$ cat config.mk
export PLATFORM = sky130hd
export DESIGN_NAME = my_regfile_wctl_flat
export DESIGN_NICKNAME = d
export VERILOG_FILES = /design/src/rtl/my_regfile_wctl_if.sv /design/src/rtl/my_regfile_wctl.sv /design/src/flat_wrapper.sv
export SDC_FILE = /design/constraint.sdc
export NUM_CORES = 1
export LEC_CHECK = 0
export CORE_MARGIN = 5
export CORE_UTILIZATION = 45
export CTS_CLUSTER_SIZE = 20
export DETAILED_ROUTE_END_ITERATION = 8
export HOLD_SLACK_MARGIN = 0.08
export PLACE_DENSITY_LB_ADDON = 0.3
export SKIP_LAST_GASP = 1
export SYNTH_ARGS = -nofsm -noshare
export SYNTH_HDL_FRONTEND = slang
export SYNTH_SLANG_ARGS = --single-unit
$ cat constraint.sdc
create_clock -name clk_i -period 2.9 [get_ports clk_i]
set_clock_uncertainty 0.05 [all_clocks]
set_input_delay 0.435 -clock clk_i [delete_from_list [all_inputs] [get_ports clk_i]]
set_output_delay 0.435 -clock clk_i [all_outputs]
set_load 0.02 [all_outputs]
$ cat src/rtl/my_regfile_wctl_if.sv
// Write-side bus of the 16x16 register file: two requesters
// and the single write port, grouped for the write controller.
interface my_regfile_wctl_if #(
   parameter int AW    = 4,
   parameter int WIDTH = 16
);
   logic             req_a;
   logic [AW-1:0]    addr_a;
   logic [WIDTH-1:0] data_a;
   logic             gnt_a;
   logic             req_b;
   logic [AW-1:0]    addr_b;
   logic [WIDTH-1:0] data_b;
   logic             gnt_b;
   logic             we;
   logic [AW-1:0]    wn;
   logic [WIDTH-1:0] wd;

   modport slave (
      input  req_a, addr_a, data_a,
      input  req_b, addr_b, data_b,
      output gnt_a, gnt_b,
      output we, wn, wd
   );

   modport master (
      output req_a, addr_a, data_a,
      output req_b, addr_b, data_b,
      input  gnt_a, gnt_b,
      input  we, wn, wd
   );
endinterface

$ cat src/rtl/my_regfile_wctl.sv
// Register file write-port controller: loads rf[i]=i after reset,
// then round-robin arbitrates requesters A and B onto the port.
module my_regfile_wctl #(
   parameter int NREG  = 16,
   parameter int AW    = 4,
   parameter int WIDTH = 16
) (
   input  logic                clk_i,
   input  logic                rst_i,
   my_regfile_wctl_if.slave    wr_if,
   output logic                init_busy_o,
   output logic [7:0]          conflicts_o
);

   typedef enum logic {
      ST_INIT,
      ST_RUN
   } state_e;

   state_e           state_q, state_d;
   logic [AW-1:0]    cnt_q, cnt_d;
   logic             last_q, last_d;   // 1: B won last
   logic             we_q, we_d;
   logic [AW-1:0]    wn_q, wn_d;
   logic [WIDTH-1:0] wd_q, wd_d;
   logic             gnt_a_q, gnt_a_d;
   logic             gnt_b_q, gnt_b_d;
   logic             busy_q, busy_d;
   logic [7:0]       conf_q, conf_d;
   logic             elig_a, elig_b;
   logic             pick_a, pick_b;

   // next-state: init sweep, then round-robin grant selection
   always_comb begin
      state_d = state_q;
      cnt_d   = cnt_q;
      last_d  = last_q;
      we_d    = 1'b0;
      wn_d    = wn_q;
      wd_d    = wd_q;
      gnt_a_d = 1'b0;
      gnt_b_d = 1'b0;
      busy_d  = 1'b0;
      conf_d  = conf_q;
      elig_a  = 1'b0;
      elig_b  = 1'b0;
      pick_a  = 1'b0;
      pick_b  = 1'b0;
      unique case (state_q)
         ST_INIT: begin
            we_d   = 1'b1;
            wn_d   = cnt_q;
            wd_d   = WIDTH'(cnt_q);
            cnt_d  = cnt_q + 1'b1;
            busy_d = 1'b1;
            if (cnt_q == AW'(NREG - 1)) begin
               state_d = ST_RUN;
            end
         end
         ST_RUN: begin
            // a req seen alongside its own grant is the old one
            elig_a = wr_if.req_a & ~gnt_a_q;
            elig_b = wr_if.req_b & ~gnt_b_q;
            pick_a = elig_a & (~elig_b | last_q);
            pick_b = elig_b & ~pick_a;
            if (elig_a && elig_b && conf_q != 8'hFF) begin
               conf_d = conf_q + 8'd1;
            end
            if (pick_a) begin
               gnt_a_d = 1'b1;
               we_d    = 1'b1;
               wn_d    = wr_if.addr_a;
               wd_d    = wr_if.data_a;
               last_d  = 1'b0;
            end
            if (pick_b) begin
               gnt_b_d = 1'b1;
               we_d    = 1'b1;
               wn_d    = wr_if.addr_b;
               wd_d    = wr_if.data_b;
               last_d  = 1'b1;
            end
         end
      endcase
   end

   // state and registered outputs
   always_ff @(posedge clk_i or posedge rst_i) begin
      if (rst_i) begin
         state_q <= ST_INIT;
         cnt_q   <= '0;
         last_q  <= 1'b1;
         we_q    <= 1'b0;
         wn_q    <= '0;
         wd_q    <= '0;
         gnt_a_q <= 1'b0;
         gnt_b_q <= 1'b0;
         busy_q  <= 1'b1;
         conf_q  <= '0;
      end else begin
         state_q <= state_d;
         cnt_q   <= cnt_d;
         last_q  <= last_d;
         we_q    <= we_d;
         wn_q    <= wn_d;
         wd_q    <= wd_d;
         gnt_a_q <= gnt_a_d;
         gnt_b_q <= gnt_b_d;
         busy_q  <= busy_d;
         conf_q  <= conf_d;
      end
   end

   assign wr_if.we    = we_q;
   assign wr_if.wn    = wn_q;
   assign wr_if.wd    = wd_q;
   assign wr_if.gnt_a = gnt_a_q;
   assign wr_if.gnt_b = gnt_b_q;
   assign init_busy_o = busy_q;
   assign conflicts_o = conf_q;

endmodule

$ cat src/flat_wrapper.sv
// flat-port wrapper written by rule: the top's interface ports become plain ports
module my_regfile_wctl_flat 
#(
   parameter int NREG  = 16,
   parameter int AW    = 4,
   parameter int WIDTH = 16
)
  (clk_i, rst_i, init_busy_o, conflicts_o, wr_if_req_a, wr_if_addr_a, wr_if_data_a, wr_if_req_b, wr_if_addr_b, wr_if_data_b, wr_if_gnt_a, wr_if_gnt_b, wr_if_we, wr_if_wn, wr_if_wd);
  my_regfile_wctl_if #(.AW(AW), .WIDTH(WIDTH)) wr_if_i ();
  input  logic clk_i;
  input  logic rst_i;
  output logic init_busy_o;
  output logic [7:0] conflicts_o;
  input wire logic [$bits(wr_if_i.req_a)-1:0] wr_if_req_a;
  input wire logic [$bits(wr_if_i.addr_a)-1:0] wr_if_addr_a;
  input wire logic [$bits(wr_if_i.data_a)-1:0] wr_if_data_a;
  input wire logic [$bits(wr_if_i.req_b)-1:0] wr_if_req_b;
  input wire logic [$bits(wr_if_i.addr_b)-1:0] wr_if_addr_b;
  input wire logic [$bits(wr_if_i.data_b)-1:0] wr_if_data_b;
  output wire logic [$bits(wr_if_i.gnt_a)-1:0] wr_if_gnt_a;
  output wire logic [$bits(wr_if_i.gnt_b)-1:0] wr_if_gnt_b;
  output wire logic [$bits(wr_if_i.we)-1:0] wr_if_we;
  output wire logic [$bits(wr_if_i.wn)-1:0] wr_if_wn;
  output wire logic [$bits(wr_if_i.wd)-1:0] wr_if_wd;
  assign wr_if_i.req_a = wr_if_req_a;
  assign wr_if_i.addr_a = wr_if_addr_a;
  assign wr_if_i.data_a = wr_if_data_a;
  assign wr_if_i.req_b = wr_if_req_b;
  assign wr_if_i.addr_b = wr_if_addr_b;
  assign wr_if_i.data_b = wr_if_data_b;
  assign wr_if_gnt_a = wr_if_i.gnt_a;
  assign wr_if_gnt_b = wr_if_i.gnt_b;
  assign wr_if_we = wr_if_i.we;
  assign wr_if_wn = wr_if_i.wn;
  assign wr_if_wd = wr_if_i.wd;
  my_regfile_wctl #(.NREG(NREG), .AW(AW), .WIDTH(WIDTH)) u_core (.clk_i(clk_i), .rst_i(rst_i), .wr_if(wr_if_i), .init_busy_o(init_busy_o), .conflicts_o(conflicts_o));
endmodule
==> metrics, run 1 <==
vias in the first global route=1425; WS Path Type=reg2out; most frequent cells in the layout=clkdlybuf4s50_1 (75), dfrtp_1 (36), mux2i_1 (20), o21ai_0 (20), nand2_1 (15); Switching Power=0.511 mW; final setup fails=0; power per cell area=656 nW/um^2; sequential area share after synthesis=0.538; part of the cycle the worst path needs=0.651; combinational share of power=0.307; Initial DRC Count=57; Worst Hold Class=reg2reg; io pins=76; Slew HR=0.692; Post-synth ARST share=1.00; Antenna Nets Post-Route=0; Slew @ Worst Pin=between 0.4 and 0.5 ns; family with the most delay on the worst path=buffers and inverters; die height=72.8 um; H-tree level count=2; status=complete, no violations; Flop pwr share=0.386; drt drc=0; final estimated routing congestion in global placement=0.823; top_reg_cell synth=dfrtp_1; initial cell density of the core=0.474; FMAX=0.529 GHz; Post-synth EDFFs=0; drt pass-1 iters=4; Die X-Extent=72.8 um; CP Capture Type=output port; synthesized net count=201; Critical Path Start Type=flop; leak pwr=1.25 nW; Vias=1396; fraction of layout cells with a size suffix above 1=0.119; min cycle time layout=1.89 ns; FP Rows=22; syn avg cell area=11.4 um^2; first-pass GRT wire length=7.01 mm; GR Overflow Total=0; synth warn=0; Total GRT Usage=0.173; Via density=~5; pin count of the biggest net entering global routing=39; Num CTS Buffers=5; initial antenna violation count=0; Final HPWL DP=3.29 mm; TritonCTS clock tree=done; nets=281; CTS clk-pin slew, worst paths=around 0.07 ns; Fin Setup TNS=0 ns; worst vdd ir=approximately 0.45 mV; insertion delay to the later sink of the worst-skew pair=0.29 ns; CTS root buffer=clkbuf_8; full die area=5300 um^2; Fillers=between 200 and 300; CTS resizes=0; Crit path required time=2.41 ns; Post-Syn Area=1770 um^2; Sw Share=0.286; Syn Inst Count=155; synthesized flop and latch total=38; maximum fanout along the worst path=1; post-CTS setup buffer count=0; CP peak stage delay=0.60 ns; final hold vios=0; Area Growth Syn to Fin=53.3%; I/O Buffers=75; Slew Viols, Final=0; RSZ-0062 raised after global routing=false; Clock Sinks=38; commonest non-fill, non-tap cell in the layout=clkdlybuf4s50_1; Max Root-Sink Buffers=2; Clk pwr share=0.307; Max stage delay cell, worst path=clkdlybuf4s50_1; post-route cell area=2720 um^2; Placed Instance Area=about 2600 um^2; Int Pwr=1.27 mW; DR WL/cell=15.1 um; Cell variety after synth=31; core area=about 3700 um^2; ANT cells=0; # hold bufs at CTS=0; wire length after detailed routing=4.28 mm; WP data arrival=between 1 and 1.5 ns; cell chain of the critical path=clkdlybuf4s50_1; WP buf/inv=1; max_cap viols=0
Yosys cell counts, drive strengths merged (2+ instances only):
cell type   n  area [um^2]
a21oi       9         45.0
xor2        4         35.0
a21o        2         15.0
xnor2       5         43.8
nand3       4         20.0
o21ai      21          105
buf         5         43.8
nand2      15         56.3
mux2        2         22.5
dfstp       2         52.6
mux2i      20          200
ha          2         25.0
nor2        5         18.8
dfrtp      36          901
and2b       5         42.5
nor3        3         25.0
clkbuf      2         7.51
inv         3         11.3
power by group through the flow:
stage                     Combinational, mW  Clock [mW]  Sequential, mW
after floorplan                       0.168           0           0.801
after global placement                0.549           0           0.694
after detailed placement              0.555           0           0.699
after CTS                             0.557       0.561           0.689
after global routing                  0.594       0.587           0.705
final                                 0.548       0.547           0.688
registers in the layout, summed over array words and instances (netlist names):
register / flops
u_core.wr_if.we: 1
u_core.last_q: 1
u_core.wr_if.gnt_a: 1
u_core.init_busy_o: 1
u_core.conflicts_o: 8
u_core.wr_if.wd: 16
u_core.wr_if.gnt_b: 1
u_core.cnt_q: 4
u_core.wr_if.wn: 4
u_core.state_q: 1
tightest hold or removal path, delay by kind of cell (launching register included):
| kind | cells | cell delay [ns] |
|---|---|---|
| compound gates | 1 | 0.06 |
| flops | 1 | 0.34 |
| simple gates | 1 | 0.04 |
per-stage QoR:
step                      hold WS, ns  instances  power [mW]   util  setup slack [ns]
after detailed placement        0.420        276        1.25  0.688             0.843
after global placement          0.411        276        1.24  0.688             0.882
after global routing            0.466        284        1.89  0.726             0.951
after floorplan                 0.411        155       0.969      -              1.17
final                           0.428        284        1.78  0.726              1.01
after CTS                       0.435        284        1.81  0.726             0.994
layout make-up:
cell class	instances	area [um^2]	area share
inverter	3	11.3	0.00414
timing repair buffer	80	788	0.290
clock buffer	6	82.6	0.0304
multi-input combinational	107	762	0.280
tap	48	60.1	0.0221
sequential	38	953	0.351
clock inverter	2	60.1	0.0221
routing by layer:
| metal | GRT usage | up-vias | wire [um] |
|---|---|---|---|
| li1 | - | 700 | - |
| met1 | 0.232 | 647 | 1860 |
| met2 | 0.270 | 42 | 2060 |
| met3 | 0.0468 | 7 | 302 |
| met4 | 0.0615 | 0 | 59 |
| met5 | 0 | - | 0 |
cells by family (layout without fill, tap and decap cells):
group	Yosys count	after routing	synth area share
buffers and inverters	10	91	0.0353
xor gates and xnor gates	9	9	0.0445
adders and majority gates	2	2	0.0141
DFF	38	38	0.538
AOI/OAI and AO/OA	35	35	0.111
and+or+nand+nor	39	39	0.132
muxes	22	22	0.126
path summary, 6_finish.rpt:
| kind | start | slack, ns | cells past startpoint | to |
|---|---|---|---|---|
| worst max-delay path | u_core.init_busy_o | 1.01 | 1 | init_busy_o |
| min in group asynchronous | rst_i | 0.51 | 3 | u_core.wr_if.wd[8] |
| worst min-delay path | u_core.wr_if.wd[11] | 0.43 | 2 | u_core.wr_if.wd[11] |
| worst max register to register | u_core.conflicts_o[0] | 1.17 | 5 | u_core.conflicts_o[7] |
| max in group asynchronous | rst_i | 1.95 | 3 | u_core.last_q |
| worst min register to register | u_core.wr_if.wd[11] | 0.43 | 2 | u_core.wr_if.wd[11] |
No activity file was read; power rests on OpenSTA's default activity.
==> inputs of run 2 (changes only) <==
Settings changed: CORE_UTILIZATION 45 to 42.
Clock period 2.9 ns to 1.9 ns, I/O delays scaled along.
==> metrics, run 2 (synthesized netlist as in run 1, its figures left out) <==
min cycle time layout=about 1.8 ns; nets=281 (unchanged); die height=75.0 um (+3.0%); Num CTS Buffers=5 (unchanged); RSZ-0062 raised after global routing=false; overall power=2.61 mW (+47%); pre-CTS WS=0.0258 ns (-0.817 ns); post-route cell area=2730 um^2 (+0.51%); DP Cell Count=278 (+0.72%); WP data arrival=1.42 ns (+0.02 ns); combinational share of power=0.327 (+0.020); GR Overflow Total=0 (unchanged); hold_ws=0.286 ns (-0.142 ns); final hold vios=0 (unchanged); Slew Viols, Final=0 (unchanged); drt pass-1 iters=4 (unchanged); initial cell density of the core=0.437 (-0.0367); I/O Buffers=75 (unchanged); CTS root buffer=clkbuf_8; initial antenna violation count=0 (unchanged); fraction of layout cells with a size suffix above 1=0.114 (-0.00424); Area Growth Syn to Fin=54.1%; Max Root-Sink Buffers=2 (unchanged); Initial DRC Count=52 (-8.8%); Die X-Extent=75.0 um (+3.0%); Via density=4.95 (+0.72%); WS Path Type=reg2out; Switching Power=0.788 mW (+54%); CP peak stage delay=0.60 ns (about the same); FMAX=roughly 0.57 GHz; Flop pwr share=0.404 (+0.018); final estimated routing congestion in global placement=0.725 (-12%); CP Capture Type=output port; Fillers=312 (+7.2%); final setup fails=0 (unchanged); first-pass GRT wire length=7.09 mm (+1.1%); Final Instance Count excl. Fillers=286 (+0.70%); CTS clk-pin slew, worst paths=0.07 ns (about the same); Antenna Nets Post-Route=0 (unchanged); Slew @ Worst Pin=0.350 ns (-0.112 ns); Max stage delay cell, worst path=clkdlybuf4s50_1; Sw Share=0.301 (+0.0151); power per cell area=957 nW/um^2 (+46%); final core occ=0.673 (-0.0528); ANT cells=0 (unchanged); worst vdd ir=0.620 mV (+39%); CTS resizes=0 (unchanged); vias in the first global route=1535 (+7.7%); FP Rows=23 (+4.5%); Slew HR=0.767 (+0.0746); commonest non-fill, non-tap cell in the layout=clkdlybuf4s50_1; Fin Setup TNS=0 ns (unchanged); leak pwr=1.25 nW (+0.13%); maximum fanout along the worst path=1 (unchanged); status=complete, no violations; Crit path required time=1.56 ns (-0.85 ns); most frequent cells in the layout=clkdlybuf4s50_1 (75), dfrtp_1 (36), mux2i_1 (20), o21ai_0 (20), nand2_1 (15); drt drc=0 (unchanged); full die area=5620 um^2 (+6.1%); core area=4060 um^2 (+8.4%); max reg flops=16 (unchanged); Vias=1416 (+1.4%); max_cap viols=0 (unchanged); pin count of the biggest net entering global routing=39 (unchanged); io pins=76 (unchanged); Critical Path Start Type=flop; Clock Sinks=38 (unchanged); post-CTS setup buffer count=0 (unchanged); wire length after detailed routing=4.29 mm (+0.16%); insertion delay to the later sink of the worst-skew pair=0.29 ns (about the same); Total GRT Usage=0.168 (-0.00520); Worst Hold Class=in2async; WP buf/inv=1 (unchanged); TritonCTS clock tree=done; H-tree level count=2 (unchanged); cell chain of the critical path=clkdlybuf4s50_1; part of the cycle the worst path needs=0.921; family with the most delay on the worst path=buffers and inverters; DR WL/cell=15.0 um (-0.54%); Final HPWL DP=3.19 mm (-2.9%); Clk pwr share=0.269 (-0.038); Int Pwr=1.83 mW (+44%); post-route setup slack=0.150 ns (-0.861 ns); Placed Instance Area=2620 um^2 (+1.6%); # hold bufs at CTS=0 (unchanged)
==> run 2: path summary, 6_finish.rpt <==
| kind | cells past startpoint | start | slack, ns | end |
|---|---|---|---|---|
| setup reg to reg | 5 | u_core.conflicts_o[0] | 0.18 | u_core.conflicts_o[7] |
| max in group asynchronous | 3 | rst_i | 1.25 | u_core.last_q |
| setup / recovery | 1 | u_core.init_busy_o | 0.15 | init_busy_o |
| min in group clk_i | 2 | u_core.wr_if.wd[7] | 0.43 | u_core.wr_if.wd[7] |
| hold / removal | 3 | rst_i | 0.29 | u_core.wr_if.wd[10] |
| hold reg to reg | 2 | u_core.wr_if.wd[7] | 0.43 | u_core.wr_if.wd[7] |
==> run 2: final cells by class <==
| class | count | area [um^2] | area share |
|---|---|---|---|
| flip-flops and latches | 38 | 953 | 0.349 |
| repair buffers | 80 | 826 | 0.302 |
| multi-input cells | 107 | 762 | 0.279 |
| clock buffers | 7 | 86.3 | 0.0316 |
| well taps | 50 | 62.6 | 0.0229 |
| clock inverters | 1 | 30.0 | 0.0110 |
| inverters | 3 | 11.3 | 0.00412 |
==> run 2: power groups by stage <==
stage | clock [mW] | sequential (mW) | combinational (mW)
finish | 0.704 | 1.06 | 0.854
global route | 0.753 | 1.08 | 0.923
CTS | 0.723 | 1.06 | 0.871
detailed placement | 0 | 1.07 | 0.869
global placement | 0 | 1.07 | 0.861
floorplan | 0 | 1.22 | 0.256
==> run 2: layer usage <==
layer  global-route usage  wire [um]
met5                    0          0
met4               0.0711         82
met3               0.0467        274
met2                0.280       2110
met1                0.204       1820
==> inputs of run 3 (changes only) <==
Settings changed: CORE_MARGIN 5 to 10.
==> metrics, run 3 (synthesized netlist as in run 1, its figures left out) <==
status=complete, no violations; final estimated routing congestion in global placement=0.750 (+3.5%); CTS clk-pin slew, worst paths=0.07 ns (about the same); Initial DRC Count=66 (+27%); FP Rows=23 (unchanged); Vias=1421 (+0.35%); Clk pwr share=0.207 (-0.062); wire length after detailed routing=4.53 mm (+5.6%); Num CTS Buffers=5 (unchanged); pin count of the biggest net entering global routing=39 (unchanged); WS Path Type=reg2reg; Via density=5.00 (+1.1%); Clock Sinks=38 (unchanged); GR Overflow Total=0 (unchanged); WP depth=5 (+4); final hold vios=0 (unchanged); Final Instance Count excl. Fillers=284 (-0.70%); fraction of layout cells with a size suffix above 1=0.103 (-0.0118); max reg flops=16 (unchanged); full die area=7220 um^2 (+28%); pre-CTS WS=0.0387 ns (+0.0129 ns); Crit path required time=2.05 ns (+0.49 ns); # hold bufs at CTS=0 (unchanged); drt drc=0 (unchanged); core area=4030 um^2 (-0.71%); CP peak stage delay=0.42 ns (-0.18 ns); overall power=2.42 mW (-7.5%); cell chain of the critical path=ha_1 -> and3_1 -> a211o_4 -> nor3_2 -> xor2_1; max_cap viols=0 (unchanged); Area Growth Syn to Fin=51.4%; final setup fails=0 (unchanged); Sequential Area=953 um^2 (unchanged); nets=280 (-0.36%); family with the most delay on the worst path=flip-flops; Fillers=325 (+4.2%); multi-input logic area=762 um^2 (unchanged); most frequent cells in the layout=clkdlybuf4s50_1 (75), dfrtp_1 (36), mux2i_1 (20), o21ai_0 (20), nand2_1 (15); Slew @ Worst Pin=0.478 ns (+0.128 ns); commonest non-fill, non-tap cell in the layout=clkdlybuf4s50_1; combinational share of power=0.357 (+0.030); ANT cells=0 (unchanged); Sw Share=0.317 (+0.0152); Switching Power=0.766 mW (-2.9%); post-CTS setup buffer count=0 (unchanged); Final HPWL DP=3.42 mm (+7.2%); initial cell density of the core=0.440 (+0.00312); io pins=76 (unchanged); FMAX=0.577 GHz (+1.0%); WP data arrival=1.88 ns (+0.46 ns); CTS resizes=0 (unchanged); post-route setup slack=0.168 ns (+0.0182 ns); initial antenna violation count=0 (unchanged); Flop pwr share=0.436 (+0.032); DP Cell Count=277 (-0.36%); maximum fanout along the worst path=5 (+4); Max Root-Sink Buffers=2 (unchanged); Fin Setup TNS=0 ns (unchanged); Die X-Extent=85.0 um (+13%); min cycle time layout=1.73 ns (-0.0182 ns); Critical Path Start Type=flop; Int Pwr=1.65 mW (-9.5%); RSZ-0062 raised after global routing=false; first-pass GRT wire length=7.58 mm (+7.0%); Total GRT Usage=0.128 (-0.0402); die height=85.0 um (+13%); Worst Hold Class=in2async; I/O Buffers=75 (unchanged); hold_ws=0.364 ns (+0.0773 ns); WP buf/inv=0 (-1); power per cell area=901 nW/um^2 (-5.9%); Antenna Nets Post-Route=0 (unchanged); CP Capture Type=flop; CTS root buffer=clkbuf_8; TritonCTS clock tree=done; Max stage delay cell, worst path=dfrtp_1; drt pass-1 iters=4 (unchanged); insertion delay to the later sink of the worst-skew pair=0.28 ns (about the same); Slew HR=0.682 (-0.0852); vias in the first global route=1499 (-2.3%); leak pwr=1.23 nW (-2.0%); part of the cycle the worst path needs=0.912 (-0.00956); DR WL/cell=15.9 um (+6.4%); Slew Viols, Final=0 (unchanged); H-tree level count=2 (unchanged); Worst Reg-to-Reg Cells=5 (unchanged); worst vdd ir=0.712 mV (+15%)
==> run 3: power by group through the flow <==
stage	Clock [mW]	Combinational (mW)	Sequential [mW]
floorplan	0	0.256	1.22
global placement	0	0.867	1.07
detailed placement	0	0.878	1.07
CTS	0.522	0.880	1.06
global route	0.552	0.938	1.08
finish	0.500	0.863	1.05
==> run 3: worst paths after layout <==
path	to	slack, ns	from
setup / recovery	u_core.conflicts_o[7]	0.17	u_core.conflicts_o[0]
hold / removal	u_core.wr_if.wd[13]	0.36	rst_i
min in group clk_i	u_core.wr_if.wd[4]	0.43	u_core.wr_if.wd[4]
max in group asynchronous	u_core.init_busy_o	1.07	rst_i
setup reg to reg	u_core.conflicts_o[7]	0.17	u_core.conflicts_o[0]
hold reg to reg	u_core.wr_if.wd[4]	0.43	u_core.wr_if.wd[4]
==> run 3: per-layer routing <==
| metal | vias to the layer above | routed length [um] | track usage |
|---|---|---|---|
| met4 | 0 | 25 | 0.0314 |
| met2 | 53 | 2090 | 0.194 |
| met1 | 670 | 2030 | 0.162 |
| met5 | - | 0 | 0 |
| li1 | 693 | - | - |
| met3 | 5 | 383 | 0.0574 |
==> run 3: layout make-up <==
cell class,count,share of cell area
inverters,3,0.00420
clock buffers,7,0.0284
well taps,50,0.0233
flip-flops and latches,38,0.355
multi-input cells,107,0.284
repair buffers,79,0.305
==> run 3: worst register-to-register path: stages (launching register included) <==
cell	delay, ns
dfrtp_1	0.42
ha_1	0.24
and3_1	0.21
a211o_4	0.37
nor3_2	0.20
xor2_1	0.16
==> run 3: stage by stage <==
step,area [um^2],utilization
after floorplan,1770,-
after global placement,2610,0.647
after detailed placement,2610,0.647
after CTS,2680,0.666
after global routing,2680,0.666
final,2680,0.666
